`src/rtl/branch_retire_queue.sv`:
```
`default_nettype none
// ============================================================================
//  Module   : branch_retire_queue
//  Purpose  : In-order queue of conditional-branch prediction records.
//             Entries are allocated at dispatch, resolved by the branch unit
//             and popped at ROB retire. Popped entries drive the bht
//             retire-update port; a mispredict found at retire flushes the
//             queue and, two cycles later, drives the bht history recovery.
//  Ports    : clock / reset (async, active-low)
//             id_*      : two dispatch slots in, allocated tags and stall out
//             ex_*      : branch resolution (tag + actual direction)
//             rob_*     : two retire slots in, registered bht update out
//             recover_* : bht history restore strobe and value
//             err       : sticky protocol error
//  Revision : 1.0  initial release
// ============================================================================
module branch_retire_queue #(
  parameter int DEPTH = 16,
  parameter int IDX_W = 4,
  parameter int BHR_W = 6
) (
  input  logic             clock,
  input  logic             reset,
  input  logic             id_valid0,
  input  logic             id_valid1,
  input  logic [63:0]      id_NPC0,
  input  logic [63:0]      id_NPC1,
  input  logic [BHR_W-1:0] id_bhr0,
  input  logic [BHR_W-1:0] id_bhr1,
  input  logic             id_pred_taken0,
  input  logic             id_pred_taken1,
  output logic [IDX_W-1:0] id_tag0,
  output logic [IDX_W-1:0] id_tag1,
  output logic             id_stall,
  input  logic             ex_resolve_valid,
  input  logic [IDX_W-1:0] ex_resolve_tag,
  input  logic             ex_actual_taken,
  input  logic             rob_retire_br0,
  input  logic             rob_retire_br1,
  output logic [1:0]       rob_retire_num,
  output logic             rob_retire_cond0,
  output logic             rob_retire_cond1,
  output logic [63:0]      rob_retire_NPC0,
  output logic [63:0]      rob_retire_NPC1,
  output logic [BHR_W-1:0] rob_retire_BHR0,
  output logic [BHR_W-1:0] rob_retire_BHR1,
  output logic             rob_actual_taken0,
  output logic             rob_actual_taken1,
  output logic             recover_cond,
  output logic [BHR_W-1:0] recover_bhr,
  output logic             err
);

  localparam int CNT_W = IDX_W + 1;
  localparam logic [0:0] S_NORMAL  = 1'b0;
  localparam logic [0:0] S_RECOVER = 1'b1;

  // Entry storage: valid/resolved are reset, payload is not.
  logic [63:0]      r_npc    [DEPTH];
  logic [BHR_W-1:0] r_bhr    [DEPTH];
  logic             r_pred   [DEPTH];
  logic             r_actual [DEPTH];
  logic [DEPTH-1:0] r_valid;
  logic [DEPTH-1:0] r_resolved;

  logic [0:0]       r_state, w_state_next;
  logic [IDX_W-1:0] r_head, r_tail;
  logic [CNT_W-1:0] r_count;
  logic             r_err, r_recover_cond;
  logic [BHR_W-1:0] r_recover_bhr;
  logic [1:0]       r_num;
  logic             r_cond0, r_cond1, r_act0, r_act1;
  logic [63:0]      r_npc0, r_npc1;
  logic [BHR_W-1:0] r_bhr0, r_bhr1;

  logic             w_recover, w_stall, w_enq0, w_enq1, w_drop;
  logic [1:0]       w_enq_num, w_deq_num;
  logic [IDX_W-1:0] w_tag1, w_head1;
  logic             w_pop0, w_pop1, w_misp0, w_misp1, w_flush, w_bad_pop;
  logic             w_ok0, w_ok1;

  // ---------------- FSM: state register ----------------
  always_ff @(posedge clock or negedge reset) begin
    if (!reset) r_state <= S_NORMAL;
    else        r_state <= w_state_next;
  end

  // ---------------- FSM: next state ----------------
  always_comb begin
    w_state_next = r_state;
    case (r_state)
      S_NORMAL:  if (w_flush) w_state_next = S_RECOVER;
      S_RECOVER: w_state_next = S_NORMAL;
      default:   w_state_next = S_NORMAL;
    endcase
  end

  // ---------------- FSM: outputs ----------------
  // Stall also covers the recover_cond cycle so no new branch is predicted
  // with a history that is about to be overwritten.
  always_comb begin
    w_recover = (r_state == S_RECOVER);
    w_stall   = (r_count > CNT_W'(DEPTH - 2)) | w_recover | r_recover_cond;
  end

  // ---------------- dispatch ----------------
  assign w_enq0    = id_valid0 & ~w_stall;
  assign w_enq1    = id_valid1 & ~w_stall;
  assign w_enq_num = {1'b0, w_enq0} + {1'b0, w_enq1};
  assign w_tag1    = r_tail + IDX_W'(id_valid0);   // compacted slot-1 tag
  assign w_drop    = (id_valid0 | id_valid1) & w_stall;

  // ---------------- retire ----------------
  // Only a resolved entry can mispredict; popping an unresolved one is an
  // error but must not trigger a spurious flush from stale direction bits.
  assign w_head1   = r_head + IDX_W'(1);
  assign w_ok0     = r_valid[r_head]  & r_resolved[r_head];
  assign w_ok1     = r_valid[w_head1] & r_resolved[w_head1];
  assign w_pop0    = ~w_recover & (rob_retire_br0 | rob_retire_br1);
  assign w_misp0   = w_pop0 & w_ok0 & (r_actual[r_head] != r_pred[r_head]);
  assign w_pop1    = ~w_recover & rob_retire_br0 & rob_retire_br1 & ~w_misp0;
  assign w_misp1   = w_pop1 & w_ok1 & (r_actual[w_head1] != r_pred[w_head1]);
  assign w_flush   = w_misp0 | w_misp1;
  assign w_bad_pop = (w_pop0 & ~w_ok0) | (w_pop1 & ~w_ok1);
  assign w_deq_num = {1'b0, w_pop0} + {1'b0, w_pop1};

  // ---------------- control state ----------------
  always_ff @(posedge clock or negedge reset) begin
    if (!reset) begin
      r_head         <= '0;
      r_tail         <= '0;
      r_count        <= '0;
      r_valid        <= '0;
      r_resolved     <= '0;
      r_err          <= 1'b0;
      r_recover_cond <= 1'b0;
      r_recover_bhr  <= '0;
      r_num          <= '0;
      r_cond0        <= 1'b0;
      r_cond1        <= 1'b0;
      r_npc0         <= '0;
      r_npc1         <= '0;
      r_bhr0         <= '0;
      r_bhr1         <= '0;
      r_act0         <= 1'b0;
      r_act1         <= 1'b0;
    end else begin
      // Order matters: resolve, then pop, then allocate, then flush wins.
      if (!w_recover && ex_resolve_valid && r_valid[ex_resolve_tag])
        r_resolved[ex_resolve_tag] <= 1'b1;
      if (w_pop0) begin
        r_valid[r_head]    <= 1'b0;
        r_resolved[r_head] <= 1'b0;
      end
      if (w_pop1) begin
        r_valid[w_head1]    <= 1'b0;
        r_resolved[w_head1] <= 1'b0;
      end
      if (w_enq0) begin
        r_valid[r_tail]    <= 1'b1;
        r_resolved[r_tail] <= 1'b0;
      end
      if (w_enq1) begin
        r_valid[w_tag1]    <= 1'b1;
        r_resolved[w_tag1] <= 1'b0;
      end

      if (w_flush) begin
        r_head  <= '0;
        r_tail  <= '0;
        r_count <= '0;
        r_valid <= '0;
      end else begin
        r_head  <= r_head + IDX_W'(w_deq_num);
        r_tail  <= r_tail + IDX_W'(w_enq_num);
        r_count <= r_count + CNT_W'(w_enq_num) - CNT_W'(w_deq_num);
      end

      if (w_misp0)
        r_recover_bhr <= {r_bhr[r_head][BHR_W-2:0], r_actual[r_head]};
      else if (w_misp1)
        r_recover_bhr <= {r_bhr[w_head1][BHR_W-2:0], r_actual[w_head1]};

      r_recover_cond <= w_recover;   // one cycle after the update port
      r_err          <= r_err | w_drop | w_bad_pop;

      r_num   <= w_deq_num;
      r_cond0 <= w_pop0;
      r_cond1 <= w_pop1;
      r_npc0  <= w_pop0 ? r_npc[r_head]     : '0;
      r_bhr0  <= w_pop0 ? r_bhr[r_head]     : '0;
      r_act0  <= w_pop0 ? r_actual[r_head]  : 1'b0;
      r_npc1  <= w_pop1 ? r_npc[w_head1]    : '0;
      r_bhr1  <= w_pop1 ? r_bhr[w_head1]    : '0;
      r_act1  <= w_pop1 ? r_actual[w_head1] : 1'b0;
    end
  end

  // ---------------- entry payload ----------------
  always_ff @(posedge clock) begin
    if (!w_recover && ex_resolve_valid && r_valid[ex_resolve_tag])
      r_actual[ex_resolve_tag] <= ex_actual_taken;
    if (w_enq0) begin
      r_npc[r_tail]    <= id_NPC0;
      r_bhr[r_tail]    <= id_bhr0;
      r_pred[r_tail]   <= id_pred_taken0;
      r_actual[r_tail] <= 1'b0;
    end
    if (w_enq1) begin
      r_npc[w_tag1]    <= id_NPC1;
      r_bhr[w_tag1]    <= id_bhr1;
      r_pred[w_tag1]   <= id_pred_taken1;
      r_actual[w_tag1] <= 1'b0;
    end
  end

  assign id_tag0           = r_tail;
  assign id_tag1           = w_tag1;
  assign id_stall          = w_stall;
  assign rob_retire_num    = r_num;
  assign rob_retire_cond0  = r_cond0;
  assign rob_retire_cond1  = r_cond1;
  assign rob_retire_NPC0   = r_npc0;
  assign rob_retire_NPC1   = r_npc1;
  assign rob_retire_BHR0   = r_bhr0;
  assign rob_retire_BHR1   = r_bhr1;
  assign rob_actual_taken0 = r_act0;
  assign rob_actual_taken1 = r_act1;
  assign recover_cond      = r_recover_cond;
  assign recover_bhr       = r_recover_bhr;
  assign err               = r_err;

endmodule
`default_nettype wire

```
`config.mk`:
```
export PLATFORM = sky130hd
export DESIGN_NAME = branch_retire_queue
export DESIGN_NICKNAME = d
export VERILOG_FILES = /design/src/rtl/branch_retire_queue.sv
export SDC_FILE = /design/constraint.sdc
export NUM_CORES = 2
export LEC_CHECK = 0
export BUFFER_PORTS_ARGS = -buffer_cell sky130_fd_sc_hd__buf_2
export CAP_MARGIN = 40
export CORE_MARGIN = 4
export CORE_UTILIZATION = 50
export DETAILED_ROUTE_END_ITERATION = 10
export GPL_TIMING_DRIVEN = 0
export PLACE_DENSITY = 0.69
export REMOVE_ABC_BUFFERS = 1
export SLEW_MARGIN = 15
export SYNTH_ARGS = -nofsm -noshare
export SYNTH_HDL_FRONTEND = slang
export SYNTH_SLANG_ARGS = --single-unit
```
`constraint.sdc`:
```
create_clock -name clock -period 5.4 [get_ports clock]
set_input_delay 1.08 -clock clock [delete_from_list [all_inputs] [get_ports clock]]
set_output_delay 1.08 -clock clock [all_outputs]
set_load 0.02 [all_outputs]
```
==> flow_summary_export.csv <==
group,metric,value,unit
synth,synthArstFlopShare,14.8,%
die,core,146000,µm²
timing,fin_crit,4.96,ns
place,pre_cts_slack,-0.214,ns
critical_path,critPathLaunchType,"flip-flop",
critical_path,timing.rr.end,"r_count[4]",
timing,fin_ws,0.441,ns
clock_tree,cts_tree,"yes",
clock_tree,cts_made_buffers,150,
routing,drc,0,
timing,finalCritPeriodShare,91.8,%
hold_path,min_path_type,"in -> async",
synth,syn_area_per_cell,17.4,µm²
final_layout,final_cell_mix,"mux2_2 (1,138), edfxtp_1 (1,136), mux4_2 (722), buf_2 (317), dfrtp_1 (196)",
clock_tree,clockRootBuffer,"clkbuf_16",
global_routing,grt_pass1_wl,339000,µm
place,dp_hpwl,151000,µm
clock_tree,cts_hold_buf,0,
global_routing,grt-ovfl-total,0,
die,die_h,392,µm
die,rows,140,
critical_path,worst_ep_required_time,6.12,ns
final_layout,ff_latch_area,39500,µm²
critical_path,r2r_start,"r_head[0]",
die,io_pins,317,
place,io_buffers,316,
routing,avgViaCountPerCell,6.97,
final_layout,drive_gt1_share,57.8,%
routing,drtIter0Drc,6121,
synth,synth_ff_type,"edfxtp_1",
final_layout,syn_to_final_growth,17.3,%
synth,synthDominantCellAreaShare,46.3,%
routing,wl_per_cell,36.0,µm
timing,slew_violations,0,
critical_path,cp.arrival,5.68,ns
flow_run,maxCapViolations,0,
routing,first_pass_iters,5,
clock_tree,clk_latency,0.80,ns
global_routing,grt_max_degree,75,
timing,slew_headroom,42.8,%
clock_tree,cts.path.max_buffers,3,
synth,synth.area.top_cells,"edfxtp_1 (46%), mux4_2 (22%), mux2_2 (17%)",
timing,clock.fmax,0.202,GHz
timing,clock_skew,0.0224,ns
clock_tree,cts.htree.levels,4,
synth,ys_ff_latch,1352,
critical_path,rrSetupSlack,0.44,ns
critical_path,crit_fanout,34,
timing,finalSetupViolCount,0,
die,initial_core_util,50.5,%
clock_tree,cts.sink_count,1352,
global_routing,grt_pass1_vias,46251,
die,die_area,154000,µm²
global_routing,track_usage,30.8,%
synth,yosysSeqAreaShare,53.5,%
clock_tree,clk_pin_slew,0.06,ns
power,power_density,558,nW/µm²
routing,ant_nets,0,
critical_path,endpoint_kind,"flip-flop",
final_layout,fin_util,59.2,%
timing,whs,0.215,ns
timing,rsz0062_at_grt,"no",
synth,syn_inst,4244,
routing,via_count,45642,
critical_path,path_class,"reg -> reg",
synth,yosysWarnings,0,
global_routing,antenna_found_initial,44,
final_layout,final_nets,4655,
synth,yosysUniqueCellTypes,53,
power,vdd_ir_drop_max,0.000497,V
place,gp_congestion,0.818,
die,die_w,392,µm
synth,synth_edf_count,1136,
final_layout,layout.cells.most_common,"mux2_2",
final_layout,multiInputGateArea,32800,µm²
critical_path,reg2regPathDepth,18,
timing,max_slew.worst_pin.slew,0.855,ns
outcome,status,"finished clean",
routing,drt_wl_total,236000,µm
synth,yosys.area.top_type,"edfxtp_1",
timing,hold_viol_final,0,
synth,synth_area,73800,µm²
final_layout,fillers,10789,
timing,fin_setup_tns,0,ns
power,p_leak,29.2,nW
stage by stage:
step           total power, mW  area [µm²]  cells
2_1_floorplan             26.6       72000   3792
3_3_place_gp              29.9       76000   6025
3_5_place_dp              37.9       81500   6235
4_1_cts                   48.3       86400   6518
5_1_grt                   50.1       86500   6526
6_report                  48.3       86500   6544
Yosys cell counts, types with 5 or more instances:
master / n
mux2_2: 1138
edfxtp_1: 1136
mux4_2: 722
clkbuf_1: 370
dfrtp_1: 200
and2_1: 143
nor2_1: 82
nand2_1: 81
buf_1: 62
inv_1: 26
mux2i_1: 26
ha_1: 20
nand3_1: 20
buf_2: 19
o21ai_0: 19
a31oi_1: 17
a21oi_1: 16
dfxtp_1: 16
nor3_1: 14
a211oi_1: 12
o22ai_1: 10
nand2b_1: 9
nor2b_1: 9
xor2_1: 7
o211ai_1: 6
xnor2_1: 6
and3_1: 5
o21a_1: 5
o21ai_1: 5
what timing repair did:
item	in CTS	in global routing
gates resized for setup	2	0
setup buffers	2	3
hold endpoints to repair	0	0
pin swaps	0	1
setup endpoints to repair	10	9
routing by layer:
layer | track usage, % | vias up | wire length [µm]
li1 | - | 17860 | -
met1 | 43.6 | 24336 | 92100
met2 | 47.1 | 2889 | 110000
met3 | 7.67 | 529 | 25900
met4 | 10.4 | 28 | 8130
met5 | 0 | - | 188
report_power, final:
group / internal (mW) / total [mW] / switching, mW
Clock: 5.98 / 10.3 / 4.29
Sequential: 13.5 / 14.6 / 1.06
Combinational: 11.7 / 23.4 / 11.7
Total: 31.2 / 48.3 / 17.1
sequential cells by signal, indices dropped and copies added, names as in the netlist, 4 cells and up:
register         count
r_valid             16
rob_retire_BHR1      6
r_npc             1024
r_resolved          16
r_head               4
rob_retire_NPC0     64
rob_retire_BHR0      6
r_pred              16
rob_retire_NPC1     64
r_bhr               96
r_count              5
recover_bhr          6
r_actual            16
id_tag0              4
area by class of cell:
type	instances	share of cell area [%]
Antenna cell	21	0.0607
Clock buffer	224	5.00
Clock inverter	57	0.626
Tap cell	1917	2.77
Multi-Input combinational cell	2414	37.9
Inverter	26	0.159
Sequential cell	1352	45.6
Timing Repair Buffer	533	7.84
logic make-up after synthesis:
kind of cell	after synthesis	share of synthesized area, %
muxes	1886	39.8
and+or+nand+nor	380	2.65
xor gates and xnor gates	16	0.221
AOI/OAI and AO/OA	108	0.960
DFF	1352	53.5
adders and majority gates	24	0.448
buffers and inverters	478	2.47
how the worst max path moves through the flow:
stage	end	cells past startpoint	slack, ns	startpoint
floorplan	r_valid[2]	8	-23.15	r_head[0]
global placement	r_valid[6]	8	-38.65	r_head[0]
detailed placement	r_count[3]	17	-0.21	r_head[1]
CTS	r_count[4]	18	0.03	r_head[0]
global route	r_count[4]	18	0.09	r_head[0]
finish	r_count[4]	18	0.44	r_head[0]
worst max-delay path, cell delays in order, from the launching register on:
cell and delay, ns:
dfrtp_4 0.42, buf_12 0.23, buf_12 0.28, mux4_2 0.54, a22oi_1 0.32, nand3_1 0.20
xnor2_1 0.28, nor2_4 0.13, buf_8 0.20, nor2_4 0.24, buf_12 0.23, ha_1 0.34
fa_1 0.50, fa_1 0.43, inv_1 0.07, a21o_1 0.11, a21oi_1 0.07, xor2_1 0.14
nor2_1 0.10
No activity file was read; power rests on OpenSTA's default activity.
